$ cat src/rtl/key_store.sv
// key_store: single-entry key register with registered read-out port.
//
// Ports:
//   clk        in   sole clock, all state changes on its rising edge
//   rst        in   synchronous active-high reset, overrides every operation
//   keyEnable  in   block enable; when low, all state holds
//   readKey    in   1 = copy the stored key to keyPass, 0 = load keyBuffer
//   keyBuffer  in   [KEY_WIDTH] key value to load
//   keyPass    out  [KEY_WIDTH] registered copy of the stored key, updated only by a read
//   keyValid   out  high once at least one key has been loaded since reset
//   keyCount   out  [CNT_WIDTH] saturating count of loads since reset
module key_store #(
  parameter int unsigned KEY_WIDTH = 32,
  parameter int unsigned CNT_WIDTH = 8
) (
  input  logic                 clk,
  input  logic                 rst,
  input  logic                 keyEnable,
  input  logic                 readKey,
  input  logic [KEY_WIDTH-1:0] keyBuffer,
  output logic [KEY_WIDTH-1:0] keyPass,
  output logic                 keyValid,
  output logic [CNT_WIDTH-1:0] keyCount
);

  logic [KEY_WIDTH-1:0] key_q,   key_d;
  logic [KEY_WIDTH-1:0] pass_q,  pass_d;
  logic                 valid_q, valid_d;
  logic [CNT_WIDTH-1:0] count_q, count_d;

  always_comb begin
    key_d   = key_q;
    pass_d  = pass_q;
    valid_d = valid_q;
    count_d = count_q;
    if (keyEnable) begin
      if (readKey) begin
        // Read returns the key as held before this edge.
        pass_d = key_q;
      end else begin
        key_d   = keyBuffer;
        valid_d = 1'b1;
        // Saturate at all-ones; the key itself still updates.
        if (count_q != '1) begin
          count_d = count_q + 1'b1;
        end
      end
    end
  end

  always_ff @(posedge clk) begin
    if (rst) begin
      key_q   <= '0;
      pass_q  <= '0;
      valid_q <= 1'b0;
      count_q <= '0;
    end else begin
      key_q   <= key_d;
      pass_q  <= pass_d;
      valid_q <= valid_d;
      count_q <= count_d;
    end
  end

  assign keyPass  = pass_q;
  assign keyValid = valid_q;
  assign keyCount = count_q;

endmodule

$ cat config.mk
export PLATFORM = sky130hd
export DESIGN_NAME = key_store
export DESIGN_NICKNAME = d
export VERILOG_FILES = /design/src/rtl/key_store.sv
export SDC_FILE = /design/constraint.sdc
export NUM_CORES = 1
export LEC_CHECK = 0
export ABC_AREA = 1
export CORE_UTILIZATION = 47
export DETAILED_ROUTE_END_ITERATION = 10
export GPL_ROUTABILITY_DRIVEN = 0
export GPL_TIMING_DRIVEN = 0
export PLACE_DENSITY = 0.79
export RECOVER_POWER = 50
export SLEW_MARGIN = 20
export SYNTH_ARGS = -nofsm -noshare
export SYNTH_HDL_FRONTEND = slang
export SYNTH_SLANG_ARGS = --single-unit
$ cat constraint.sdc
create_clock -name clk -period 1.65 [get_ports clk]
set_input_delay 0.33 -clock clk [delete_from_list [all_inputs] [get_ports clk]]
set_output_delay 0.33 -clock clk [all_outputs]
set_load 0.01 [all_outputs]
* Yosys cells after proc, flatten, opt, wreduce, memory -nomap -nowiden
Cells that the tools add are included.
** Word-level totals
- Output and inout port bits :: 41
- Word-level logic and storage cells :: 10
- Register bits :: 73
** Cells by class
- Reductions and logical operators :: 3
- Add/sub/neg operators :: 1
- Equality and inequality tests :: 1
- Bitwise operators :: 1
** Operator list (count)
- $add 8x1->8 const B :: 1
- $ne 8x8->1 const B :: 1
- $reduce_and 2->1 :: 2
- $reduce_and 3->1 :: 1
- $not 1->1 :: 1

* Longest topological paths before layout
Gate-level depths: netlist of run 1.
- Word-level depth :: 2
- Mapped depth :: 8

* Least setup slack after synthesis of run 1
Ideal clock, no wire load.
- Path kind :: register to register
- Start :: reg count_q[0], in the netlist keyCount[0]
- End :: reg count_q[4], in the netlist keyCount[4]
- Library setup time :: 0.115 ns
- Arrival time :: 1.112 ns
- Path buffers :: 0
- Period minus slack after synthesis :: 1.227 ns
- Stages on the path, launching flop included :: 7
- Required time :: 1.535 ns
- Slack :: 0.423 ns
- Cell sequence :: dfxtp_1 ha_1 nand2_1 nor2_2 nand2_4 a21oi_1 nor2_1
** On the way
- Word-level cells in the longest chain between the ends :: 2
** Ends and longest elaborated chain
- from (decl) :: line 29 : logic [CNT_WIDTH-1:0] count_q, count_d;
- from (signal assigned) :: line 61 : count_q <= count_d;
- branches (longest 2 deep; another with $add 8x1->8)
Parallel ways; which one is timed is not known.
A chain may end at the register's enable or synchronous reset.

* Worst setup path in the final report of run 1
- Start :: reg count_q[1], in the netlist keyCount[1]
- End :: out keyCount[1]
** RTL lines
- to (decl) :: line 23 : output logic [CNT_WIDTH-1:0] keyCount
No word-level cell between the ends.

==> results.json, run 1 <==
{
  "clkLatencyLatePin_ns": 0.33,
  "synthTopCellsByCount": "nor2_1 (139), dfxtp_1 (73), o21ai_0 (47)",
  "cts.sink_count": 73,
  "hold_end": "key_q[26]",
  "hpwl_um": 4240,
  "drt_first_pass_iters": 5,
  "hold_path.class": "flip-flop to flip-flop",
  "finalHoldViolCount": 0,
  "initialDrtViolationCount": 106,
  "drc_errors": 0,
  "h-tree-depth": 3,
  "grt_pass1_wl_um": 10000,
  "grt_setup_unrepaired": "false",
  "finalMaxSlewViolations": 0,
  "finalSetupTns_ns": 0,
  "cp_slowest_cell": "clkdlybuf4s50_1",
  "ys_seq_area_frac": 0.548,
  "synth-main-ff-cell": "dfxtp_1",
  "crit_chain": "clkdlybuf4s50_1",
  "postRouteWirelength_um": 5810,
  "reg2regPathDepth": 6,
  "finish.utilization": 0.676,
  "synthDistinctLibCells": 23,
  "async_flop_share": 0,
  "tightest_slew_ns": 0.372,
  "die_y_um": 77.3,
  "syn_nets": 383,
  "antenna_found_initial": 0,
  "fmax_mhz": 618,
  "yosys-top-cells-area": "dfxtp_1 (55%), nor2_1 (20%), o21ai_0 (8.8%)",
  "synth-edff-count": 0,
  "regToRegSetupSlack_ns": 0.36,
  "hold_buffers": 0,
  "cts_setup_buffers": 0,
  "syn_to_final_growth_pct": 38.6,
  "drv_cap": 0,
  "critPathBufInv": 1,
  "fin_crit_sh": 0.980,
  "worst_path_largest_cell_delay_ns": 0.56,
  "core_area_sq_mm": 0.00547,
  "relSlewSlack": 0.752,
  "die_x_um": 77.3,
  "syn_inst": 346,
  "portBuffers": 76,
  "cts-root-buf": "clkbuf_8",
  "n_antenna_cell": 0,
  "yosys_warnings": 0,
  "numCtsBuffers": 9,
  "path_max_fanout": 4,
  "syn-cell-area_sq_mm": 0.00267,
  "grt_pass1_vias": 2210,
  "synth_seq_cells": 73,
  "cts_max_path_buffers": 2,
  "rows": 27,
  "vias": 2436,
  "period_needed_ns": 1.62,
  "ir_drop_v": 0.000580,
  "finalInstanceArea_sq_mm": 0.00370,
  "holdPathStages": 2,
  "yosysTopAreaCell": "dfxtp_1",
  "grtUsageTotal": 0.212,
  "synth_most_common_cell": "nor2_1",
  "die-area_sq_mm": 0.00598,
  "end_kind": "primary output",
  "overflow": 0,
  "drive_above_1_share": 0.0868,
  "cts-resized-gates": 3,
  "setup_viol": 0,
  "cts_tree": "done",
  "crit-reg2reg-launch": "keyCount[0]",
  "start_kind": "flip-flop",
  "synth_area_per_cell_sq_um": 7.71,
  "p_leak_nw": 1.47,
  "grt_start_max_net_pins": 12,
  "min_from": "key_q[26]",
  "worstPathArrival_ns": 1.29,
  "r2r-end": "keyCount[4]",
  "cp_top_family": "buffers and inverters",
  "postPlaceCellArea_sq_mm": 0.00352,
  "viasPerCell": 4.78,
  "crit_required_ns": 1.32,
  "power_density_mw_per_mm2": 1010,
  "fin_skew_ns": 0.00591,
  "start_util": 0.487,
  "wl_per_cell_um": 11.4,
  "layout.nets": 470,
  "clk_pin_slew_ns": 0.07,
  "ios": 77,
  "synth_top_area_share": 0.548,
  "crit_type": "flip-flop to primary output",
  "ant_nets": 0,
  "status": "completed"
}
worst max path at each step:
stage	from	to	slack, ns	cells past startpoint
after floorplan	keyCount[0]	keyCount[4]	0.42	6
after global placement	rst	keyPass[18]	-0.02	5
after detailed placement	rst	keyPass[18]	-0.07	5
after CTS	keyCount[1]	keyCount[1]	0.02	1
after global routing	keyCount[1]	keyCount[1]	0.003	1
final	keyCount[1]	keyCount[1]	0.03	1
cell type report:
cell class	count	area, sq um
fill	491	1780
sequential	73	1470
multi-input combinational	243	1050
timing repair buffer	76	759
clock buffer	13	149
buffer	20	100
tap	72	90.1
clock inverter	3	40.0
inverter	10	37.5
metal layers:
layer  vias up  wire (um)  GRT usage
li1       1274          -          -
met4         0         96     0.0943
met3         9        281     0.0447
met2        57       2870      0.366
met1      1096       2560      0.252
met5         -          0          0
registers in the layout, indices dropped and copies added (netlist names):
register,cells
keyPass,32
keyCount,8
keyValid,1
key_q,32
metrics by stage:
stage               total power [mW]  instances  setup slack (ns)  hold WS, ns
floorplan                       2.19        346             0.423        0.392
global placement                2.42        494           -0.0216        0.457
detailed placement              2.43        494           -0.0721        0.467
CTS                             3.75        510            0.0206        0.484
global route                    3.89        510           0.00259        0.503
finish                          3.72        510            0.0327        0.478
layout by cell type (no fill, tap or decap):
| cell | count |
|---|---|
| buf_2 | 6 |
| o21ai_1 | 6 |
| a21oi_2 | 1 |
| clkinv_1 | 2 |
| inv_1 | 7 |
| nor2_4 | 1 |
| o21ai_0 | 58 |
| a21oi_1 | 4 |
| nand3_2 | 2 |
| nor3_1 | 2 |
| nand2_1 | 18 |
| clkbuf_8 | 10 |
| clkbuf_2 | 5 |
| inv_2 | 1 |
| bufinv_16 | 1 |
| nor2_1 | 140 |
| ha_1 | 1 |
| nand2_2 | 1 |
| clkbuf_1 | 10 |
| clkinv_2 | 2 |
| dlygate4sd3_1 | 1 |
| nand2_4 | 1 |
| dfxtp_1 | 69 |
| nand3_1 | 7 |
| buf_4 | 1 |
| dlygate4sd2_1 | 1 |
| buf_6 | 1 |
| clkdlybuf4s50_1 | 74 |
| nor2_2 | 1 |
| dfxtp_2 | 4 |
where the power goes:
part	switching (mW)	internal (mW)
Combinational	0.217	0.247
Sequential	0.0502	1.87
Clock	0.606	0.737
Total	0.873	2.85
logic make-up (layout without fill, tap and decap cells):
logic type	Yosys count	after routing	share of synthesized area
flops	73	73	0.548
buf+inv	30	122	0.0530
simple gates	173	173	0.264
fa+ha+maj	1	1	0.00469
compound gates	69	69	0.131
No activity file was read; power rests on OpenSTA's default activity.
==> run 2, diff against run 1 <==
--- a/config.mk
+++ b/config.mk
@@ -6,11 +6,11 @@
 export NUM_CORES = 1
 export LEC_CHECK = 0
 export ABC_AREA = 1
-export CORE_UTILIZATION = 47
+export CORE_UTILIZATION = 42
 export DETAILED_ROUTE_END_ITERATION = 10
 export GPL_ROUTABILITY_DRIVEN = 0
 export GPL_TIMING_DRIVEN = 0
-export PLACE_DENSITY = 0.79
+export PLACE_DENSITY = 0.75
 export RECOVER_POWER = 50
 export SLEW_MARGIN = 20
 export SYNTH_ARGS = -nofsm -noshare
==> constraint.sdc (replaced) <==
create_clock -name clk -period 1.3 [get_ports clk]
set_input_delay 0.26 -clock clk [delete_from_list [all_inputs] [get_ports clk]]
set_output_delay 0.26 -clock clk [all_outputs]
set_load 0.01 [all_outputs]
==> run 2 against run 1 <==
  * Sequential share of layout area about the same
  * Non-clock buffer count grew 1
  * First-iteration DRC count is 21% lower
  * Count of clock-buffer cells in the layout down 1
  * Power rose by 27%
  * Largest cell class unchanged
  * Highest routed layer unchanged
==> results.json, run 2 (synthesis gave the netlist of run 1 again) <==
{
  "drv_cap": 0,
  "fin_cells": 513,
  "postRouteWirelength_um": 5860,
  "final_cell_mix": "nor2_1 (139), dfxtp_1 (67), o21ai_0 (47)",
  "cp_top_family": "flip-flops",
  "start_util": 0.443,
  "clkLatencyLatePin_ns": 0.33,
  "antenna_found_initial": 0,
  "n_antenna_cell": 0,
  "end_kind": "primary output",
  "layout_commonest_cell": "nor2_1",
  "vias": 2387,
  "portBuffers": 76,
  "ant_nets": 0,
  "crit_chain": "dlygate4sd2_1",
  "wl_per_cell_um": 11.4,
  "layout.nets": 471,
  "finalHoldViolCount": 0,
  "crit_required_ns": 1.04,
  "grtUsageTotal": 0.188,
  "finalMaxSlewViolations": 0,
  "worstPathArrival_ns": 0.99,
  "overflow": 0,
  "ios": 77,
  "initialDrtViolationCount": 84,
  "tightest_slew_ns": 0.208,
  "critPathBufInv": 1,
  "cts_tree": "done",
  "core_area_sq_mm": 0.00603,
  "power_density_mw_per_mm2": 1270,
  "rows": 28,
  "fmax_mhz": 797,
  "grt_start_max_net_pins": 12,
  "relSlewSlack": 0.861,
  "status": "completed",
  "drc_errors": 0,
  "die-area_sq_mm": 0.00667,
  "hpwl_um": 4170,
  "grt_pass1_vias": 2129,
  "ir_drop_v": 0.000654,
  "crit_type": "flip-flop to primary output",
  "worst_path_largest_cell_delay_ns": 0.38,
  "layout_setup_ws_ns": 0.0458,
  "grt_pass1_wl_um": 9350,
  "cts.sink_count": 73,
  "start_kind": "flip-flop",
  "setup_viol": 0,
  "cts-root-buf": "clkbuf_8",
  "period_needed_ns": 1.25,
  "fill_cells": 600,
  "place_inst": 497,
  "cts_max_path_buffers": 2,
  "fin_skew_ns": 0.00749,
  "p_leak_nw": 1.67,
  "fin_crit_sh": 0.965,
  "drt_first_pass_iters": 4,
  "numCtsBuffers": 9,
  "clk_pin_slew_ns": 0.07,
  "cp_slowest_cell": "dfxtp_1",
  "finalSetupTns_ns": 0,
  "die_y_um": 81.7,
  "die_x_um": 81.7,
  "drive_above_1_share": 0.128,
  "syn_to_final_growth_pct": 39.2,
  "hold_path.class": "flip-flop to flip-flop",
  "viasPerCell": 4.65,
  "dp_slack_ns": -0.375,
  "h-tree-depth": 3,
  "path_max_fanout": 4
}
[run 2: path summary, 6_finish.rpt]
| kind | start | endpoint | slack [ns] | cells after the start |
|---|---|---|---|---|
| setup / recovery | keyCount[7] | keyCount[7] | 0.05 | 1 |
| hold reg to reg | keyPass[7] | keyPass[7] | 0.48 | 2 |
| setup reg to reg | keyCount[0] | keyCount[4] | 0.10 | 6 |
| hold / removal | keyPass[7] | keyPass[7] | 0.48 | 2 |
[run 2: through the flow]
| step | util | instance area [sq um] | hold slack (ns) | power (mW) |
|---|---|---|---|---|
| 4_1_cts | 0.610 | 3670 | 0.478 | 4.77 |
| 2_1_floorplan | - | 2670 | 0.322 | 2.78 |
| 5_1_grt | 0.616 | 3710 | 0.498 | 4.95 |
| 3_3_place_gp | 0.585 | 3520 | 0.457 | 3.08 |
| 6_report | 0.616 | 3710 | 0.478 | 4.73 |
| 3_5_place_dp | 0.585 | 3520 | 0.466 | 3.09 |
[run 2: final cells by class]
type | instances | area, sq um | share of cell area
plain buffers | 20 | 116 | 0.0313
flip-flops and latches | 73 | 1470 | 0.396
clock inverters | 3 | 40.0 | 0.0108
well taps | 75 | 93.8 | 0.0253
clock buffers | 12 | 155 | 0.0418
repair buffers | 77 | 717 | 0.193
multi-input cells | 243 | 1080 | 0.290
inverters | 10 | 41.3 | 0.0111
[run 2: timing repair]
action,in CTS,in global routing
setup buffers,0,1
setup endpoints to repair,56,70
hold buffers,0,0
pin swaps,0,1
resized for setup,48,14
[run 2: power by group]
part	switching [mW]	leakage (nW)	total (mW)	internal (mW)
Combinational	0.282	0.966	0.564	0.282
Clock	0.757	0.102	1.73	0.975
Sequential	0.0629	0.604	2.43	2.37
[run 2: worst min-delay path, stage by stage, from the launching register on]
cell,delay [ns]
dfxtp_1,0.32
nor2_1,0.04
nor2_1,0.08
[run 2: routing by layer]
metal | share of wire | up-vias | track usage
met1 | 0.45 | 1047 | 0.219
met2 | 0.49 | 48 | 0.323
met5 | 0 | - | 0
met4 | 0.021 | 0 | 0.0947
li1 | - | 1277 | -
met3 | 0.044 | 15 | 0.0422
